**src/rtl/digit_scan_mux.sv**
```systemverilog
// digit_scan_mux: scans four 5-bit character codes onto one shared 7-segment decoder,
// with per-slot dead time, per-digit blanking and a frame tick. Define DIGIT_BLINK_EN for digit blinking.
module digit_scan_mux #(
  parameter int REFRESH_DIV  = 100000,
  parameter int DEAD_CYCLES  = 2,
  parameter int BLINK_FRAMES = 128
) (
  input  logic       clk,
  input  logic       reset,
  input  logic [4:0] dig0,
  input  logic [4:0] dig1,
  input  logic [4:0] dig2,
  input  logic [4:0] dig3,
  input  logic [3:0] blank_mask,
`ifdef DIGIT_BLINK_EN
  input  logic [3:0] blink_mask,
`endif
  output logic [4:0] code,
  output logic [3:0] an,
  output logic [1:0] digit_idx,
  output logic       frame_tick
);

  localparam int            CW         = $clog2(REFRESH_DIV);
  localparam logic [CW-1:0] CNT_LAST   = CW'(REFRESH_DIV - 1);
  localparam logic [CW-1:0] CNT_DEAD   = CW'(DEAD_CYCLES);
  localparam logic [4:0]    CODE_SPACE = 5'b10110;

  typedef enum logic {PH_DARK, PH_LIT} phase_t;

  generate
    if (REFRESH_DIV < 2 || DEAD_CYCLES < 0 || DEAD_CYCLES >= REFRESH_DIV || BLINK_FRAMES < 1) begin : g_bad_params
      $error("digit_scan_mux: illegal REFRESH_DIV/DEAD_CYCLES/BLINK_FRAMES combination");
    end
  endgenerate

  logic [CW-1:0] cnt;
  logic [1:0]    idx;
  logic          slot_end;
  logic          frame_end;
  logic          blink_dark;
  phase_t        phase;
  logic [4:0]    dig_sel;

  assign slot_end  = (cnt == CNT_LAST);
  assign frame_end = slot_end && (idx == 2'd3);

`ifdef DIGIT_BLINK_EN
  localparam int            BW         = (BLINK_FRAMES > 1) ? $clog2(BLINK_FRAMES) : 1;
  localparam logic [BW-1:0] BLINK_LAST = BW'(BLINK_FRAMES - 1);

  logic [BW-1:0] blink_cnt;
  logic          blink_phase;

  // Phase flips on the same edge that starts the next frame, so blinking covers whole slots.
  always_ff @(posedge clk) begin
    if (reset) begin
      blink_cnt   <= '0;
      blink_phase <= 1'b0;
    end else if (frame_end) begin
      if (blink_cnt == BLINK_LAST) begin
        blink_cnt   <= '0;
        blink_phase <= ~blink_phase;
      end else begin
        blink_cnt <= blink_cnt + 1'b1;
      end
    end
  end

  assign blink_dark = blink_phase & blink_mask[idx];
`else
  assign blink_dark = 1'b0;
`endif

  always_ff @(posedge clk) begin
    if (reset) begin
      cnt <= '0;
      idx <= 2'd0;
    end else if (slot_end) begin
      cnt <= '0;
      idx <= idx + 2'd1;
    end else begin
      cnt <= cnt + 1'b1;
    end
  end

  always_comb begin
    phase   = PH_LIT;
    dig_sel = dig0;
    if ((cnt < CNT_DEAD) || blank_mask[idx] || blink_dark)
      phase = PH_DARK;
    case (idx)
      2'd0:    dig_sel = dig0;
      2'd1:    dig_sel = dig1;
      2'd2:    dig_sel = dig2;
      default: dig_sel = dig3;
    endcase
  end

  // Outputs are registered so the decoder and anodes see exactly one cycle of latency.
  always_ff @(posedge clk) begin
    if (reset) begin
      an         <= 4'b1111;
      code       <= CODE_SPACE;
      digit_idx  <= 2'd0;
      frame_tick <= 1'b0;
    end else begin
      digit_idx  <= idx;
      frame_tick <= frame_end;
      if (phase == PH_LIT) begin
        an   <= ~(4'b0001 << idx);
        code <= dig_sel;
      end else begin
        an   <= 4'b1111;
        code <= CODE_SPACE;
      end
    end
  end

endmodule

```
**config.mk**
```make
export PLATFORM = sky130hd
export DESIGN_NAME = digit_scan_mux
export DESIGN_NICKNAME = d
export VERILOG_FILES = /design/src/rtl/digit_scan_mux.sv
export SDC_FILE = /design/constraint.sdc
export NUM_CORES = 1
export LEC_CHECK = 0
export BUFFER_PORTS_ARGS = -buffer_cell sky130_fd_sc_hd__buf_4
export CAP_MARGIN = 10
export CORE_ASPECT_RATIO = 1.75
export CORE_MARGIN = 10
export CORE_UTILIZATION = 51
export DETAILED_ROUTE_END_ITERATION = 10
export GPL_ROUTABILITY_DRIVEN = 0
export PLACE_DENSITY_LB_ADDON = 0.3
export SLEW_MARGIN = 10
export SYNTH_ARGS = -nofsm -noshare
export SYNTH_HDL_FRONTEND = slang
export SYNTH_SLANG_ARGS = --single-unit
```
**constraint.sdc**
```tcl
create_clock -name clk -period 2.3 [get_ports clk]
set_input_delay 0.345 -clock clk [delete_from_list [all_inputs] [get_ports clk]]
set_output_delay 0.345 -clock clk [all_outputs]
set_load 0.01 [all_outputs]
```
==> run summary <==
Area of all sequential standard cells: 620.6 um2. Setup repair after global routing left no endpoint under its margin. The chip height came out at 89.10 um.

The floorplan has 25 rows. The clock arrives with 0.007285 ns of skew. Setup violations remaining at the end of the flow were counted as 0.

The number of placed instances, taps included, is 210. TritonCTS built the clock tree. For the sequential-to-total area share from yosys stat, the log shows 0.4460. The tools report the number of buffers inserted by post-CTS setup repair as 0. The run gives 4 as the number of iterations in the first detailed-routing pass.

The relative slew slack came out at 0.7300. The fraction of the mapped netlist area in simple logic gates came out at 0.2455. Depth of the worst register-to-register path: 5. The adder-cell share of the synthesized area came out at 0.05396. The tools report the layout net count as 222. In the final routed layout, each cell accounts on average for 15.75 um. The Yosys step of the flow raised 0 warnings. At the later pin of the worst-skew pair, clock insertion delay measures 0.29 ns.

Yosys mapped a number of flops with a built-in enable equal to 0. Data on the critical path is required at its endpoint by 2.46 ns. Compound-cell area share of the yosys netlist: 0.09982. The tools report the count of mapped cells out of synthesis as 152. The clock buffer count from CTS is 5, and the count of port buffers added during placement is 37. At the pin with the least slew margin, the transition time is 0.4035 ns.

The final route contains 1259 vias. The fraction of synthesized cell area in xor and xnor cells is 0.08183. The relative area change from synthesis to final layout came out at 28.60%. The number of antenna violations at the first check in global routing came out at 0. The number of failing hold endpoints at the final stage is 0, and the number of buffers on the longest clock path is 2. The placed wire-length estimate after detailed placement was 2756 um.

The run gives 1.97 ns as the worst path arrival time. In this run the number of H-tree levels came out at 2. The count of final max-slew check failures is 0. STA classifies the critical path startpoint as a flop.

The hold path depth is 2. Dividing the synthesized area by the synthesized cell count gives 9.154 um2. The fraction of post-synthesis cell area in the top cell type by area is 0.4460. The classification of the worst-slack hold path is primary input to flop. The wire length of the first global-routing pass was 5720 um.

The chip width was 59.49 um. The logs give 184 for the post-synthesis net count and 713.2 um2 for the multi-input combinational cell area. Endpoint of the worst setup timing path: cnt[2]. The die outline area is 5300 um2.

After detailed placement, the total cell area comes to 1672 um2. After clock tree synthesis, the clock-pin slew on the worst setup and hold paths is 0.07 ns. The layout has 239 filler cells.

Remaining number of nets flagged by the antenna check after routing: 0. For the worst setup slack for register-to-register paths, the log shows 0.49 ns. STA classifies the critical path endpoint as a flop. Launch instance of the worst register-to-register path: cnt[1].

The run gives 0.5233 as the initial core utilization. The setup total negative slack was 0 ns. The worst ir drop on vdd was 0.0005719 V; the overall global routing resource usage was 0.1390. Summing all non-filler instances in the final layout gives an area of 1789 um2.

The design draws 0.001176 W. 38 I/O pins were placed. The clock root buffer is sky130_fd_sc_hd__clkbuf_8. In this run the worst setup path begins at cnt[1].

The total grt overflow was 0; the ratio of routed vias to standard cells was 5.775. For this design the static power due to leakage is 0.7466 nW. The final layout contains routed wiring with a total length of 3433 um. The fraction of synthesis flops using an asynchronous set or reset pin works out to 0.

Hold repair after CTS inserted 0 buffers. Summing every instance area after synthesis gives 1391 um2. Counting distinct cell types in the post-synthesis netlist gives 32. In this run the critical register-to-register path is captured at cnt[2]. The primary flip-flop cell chosen by synthesis mapping was sky130_fd_sc_hd__dfxtp_1. The share of layout cells above drive strength 1 is 0.2618.

The biggest area contributor in the post-synthesis netlist is sky130_fd_sc_hd__dfxtp_1. In the routed design, unresolved DRC markers number 0. In this run, the number of DRC markers left after iteration 0 of detailed routing was 47. The floorplan step defined a core boundary enclosing 2659 um2.

The run finished with clean final reports. Power spread over the standard cell area amounts to 657.5 nW/um2. For the count of inserted antenna diode cells, the log shows 0. By startpoint and endpoint, the worst setup path is classified as flop to flop. The via count of the first global-routing pass is 1290. After synthesis, the largest family of logic cells by area is simple AND/OR/NAND/NOR gates.

The number of gates resized after CTS was 0. Of all nets on the critical path, the largest fanout is 16. The number of max-cap violations came out at 0.

The multiplexer fraction of the synthesized cell area came out at 0.03147. By area the synthesized netlist is led by sky130_fd_sc_hd__dfxtp_1, sky130_fd_sc_hd__nor2_1, sky130_fd_sc_hd__ha_1, sky130_fd_sc_hd__xor2_1, sky130_fd_sc_hd__nand2_1. The final standard cell count with taps included and fillers excluded is 218. Final cycle utilization of the critical path: 0.7872. The shortest clock period the worst path allows after layout was 1.810 ns. Entering global routing, the biggest net connects 17 pins. The highest clock rate was 552.3 MHz; the number of synthesized register bits was 31. The tree built by TritonCTS fans out to 31 sinks.
## where the power goes
part            total, W  internal, W  switching (W)
clock           0.000549     0.000350       0.000199
sequential      0.000552     0.000545     0.00000695
combinational  0.0000757    0.0000450      0.0000307
total            0.00118     0.000940       0.000237
## stage by stage
step | utilization | setup slack (ns) | hold WS, ns
after CTS | 0.6729 | 0.4841 | 0.2713
final | 0.6729 | 0.4895 | 0.2766
after global routing | 0.6729 | 0.3129 | 0.2890
after floorplan | - | 0.6397 | 0.4194
after detailed placement | 0.6287 | 0.4902 | 0.4662
after global placement | 0.6287 | 0.5316 | 0.4542
## synth_stat cells (all sizes together), types with 2 or more instances
| master | number |
|---|---|
| dfxtp | 31 |
| nor2 | 22 |
| nand2 | 16 |
| nand4 | 8 |
| nand3 | 7 |
| xor2 | 7 |
| ha | 6 |
| inv | 6 |
| nor4 | 6 |
| o21ai | 6 |
| xnor2 | 6 |
| a222oi | 5 |
| buf | 5 |
| nor3 | 3 |
| or3 | 3 |
| and3 | 2 |
| and4 | 2 |
| o211a | 2 |
## per-layer routing
metal	global-route usage	vias up	wire length [um]
li1	-	617	-
met1	0.1148	588	1155
met2	0.2593	45	1823
met3	0.05690	9	361
met4	0.08176	0	92
met5	0	-	0
## flip-flops by register name (all words and copies together), names as in the netlist
register    cells
idx             2
frame_tick      1
digit_idx       2
code            5
an              4
cnt            17
## cells in the final DEF, fill, tap and decap left out, types with 2 or more instances in the layout
| master | count |
|---|---|
| sky130_fd_sc_hd__xnor2_1 | 6 |
| sky130_fd_sc_hd__and3_1 | 2 |
| sky130_fd_sc_hd__nor3_1 | 2 |
| sky130_fd_sc_hd__ha_1 | 6 |
| sky130_fd_sc_hd__nand3_1 | 7 |
| sky130_fd_sc_hd__inv_1 | 6 |
| sky130_fd_sc_hd__o211a_1 | 2 |
| sky130_fd_sc_hd__o21ai_0 | 5 |
| sky130_fd_sc_hd__xor2_1 | 7 |
| sky130_fd_sc_hd__buf_4 | 37 |
| sky130_fd_sc_hd__clkbuf_8 | 6 |
| sky130_fd_sc_hd__dfxtp_1 | 31 |
| sky130_fd_sc_hd__nand2_1 | 16 |
| sky130_fd_sc_hd__nor2_1 | 21 |
| sky130_fd_sc_hd__or3_1 | 2 |
| sky130_fd_sc_hd__a222oi_1 | 5 |
| sky130_fd_sc_hd__and4_1 | 2 |
| sky130_fd_sc_hd__nor4_1 | 6 |
| sky130_fd_sc_hd__nand4_1 | 8 |
## kinds of logic after synthesis
family          count (synthesis)
simple gates                   69
xor+xnor                       13
flops                          31
mux                             3
buf+inv                        13
compound gates                 17
fa+ha+maj                       6
## critical path, cell delays in order (launching register included)
cell and delay [ns]:
sky130_fd_sc_hd__dfxtp_1 0.39, sky130_fd_sc_hd__ha_1 0.34, sky130_fd_sc_hd__nand4_1 0.12, sky130_fd_sc_hd__or3_4 0.38, sky130_fd_sc_hd__o21ai_4 0.36, sky130_fd_sc_hd__nor2_1 0.10
## area by class of cell
class	count	area share
Sequential cell	31	0.3469
Tap cell	27	0.01888
Timing Repair Buffer	37	0.1552
Multi-Input combinational cell	108	0.3986
Clock inverter	2	0.01958
Clock buffer	6	0.04615
Inverter	7	0.01469
## how the worst min path moves through the flow
stage,slack (ns),start,to
floorplan,0.42,reset,digit_idx[0]
global placement,0.45,cnt[0],cnt[0]
detailed placement,0.47,cnt[0],cnt[0]
CTS,0.27,reset,digit_idx[0]
global route,0.29,dig3[3],code[3]
finish,0.28,reset,digit_idx[0]
No activity file was read; power rests on OpenSTA's default activity.
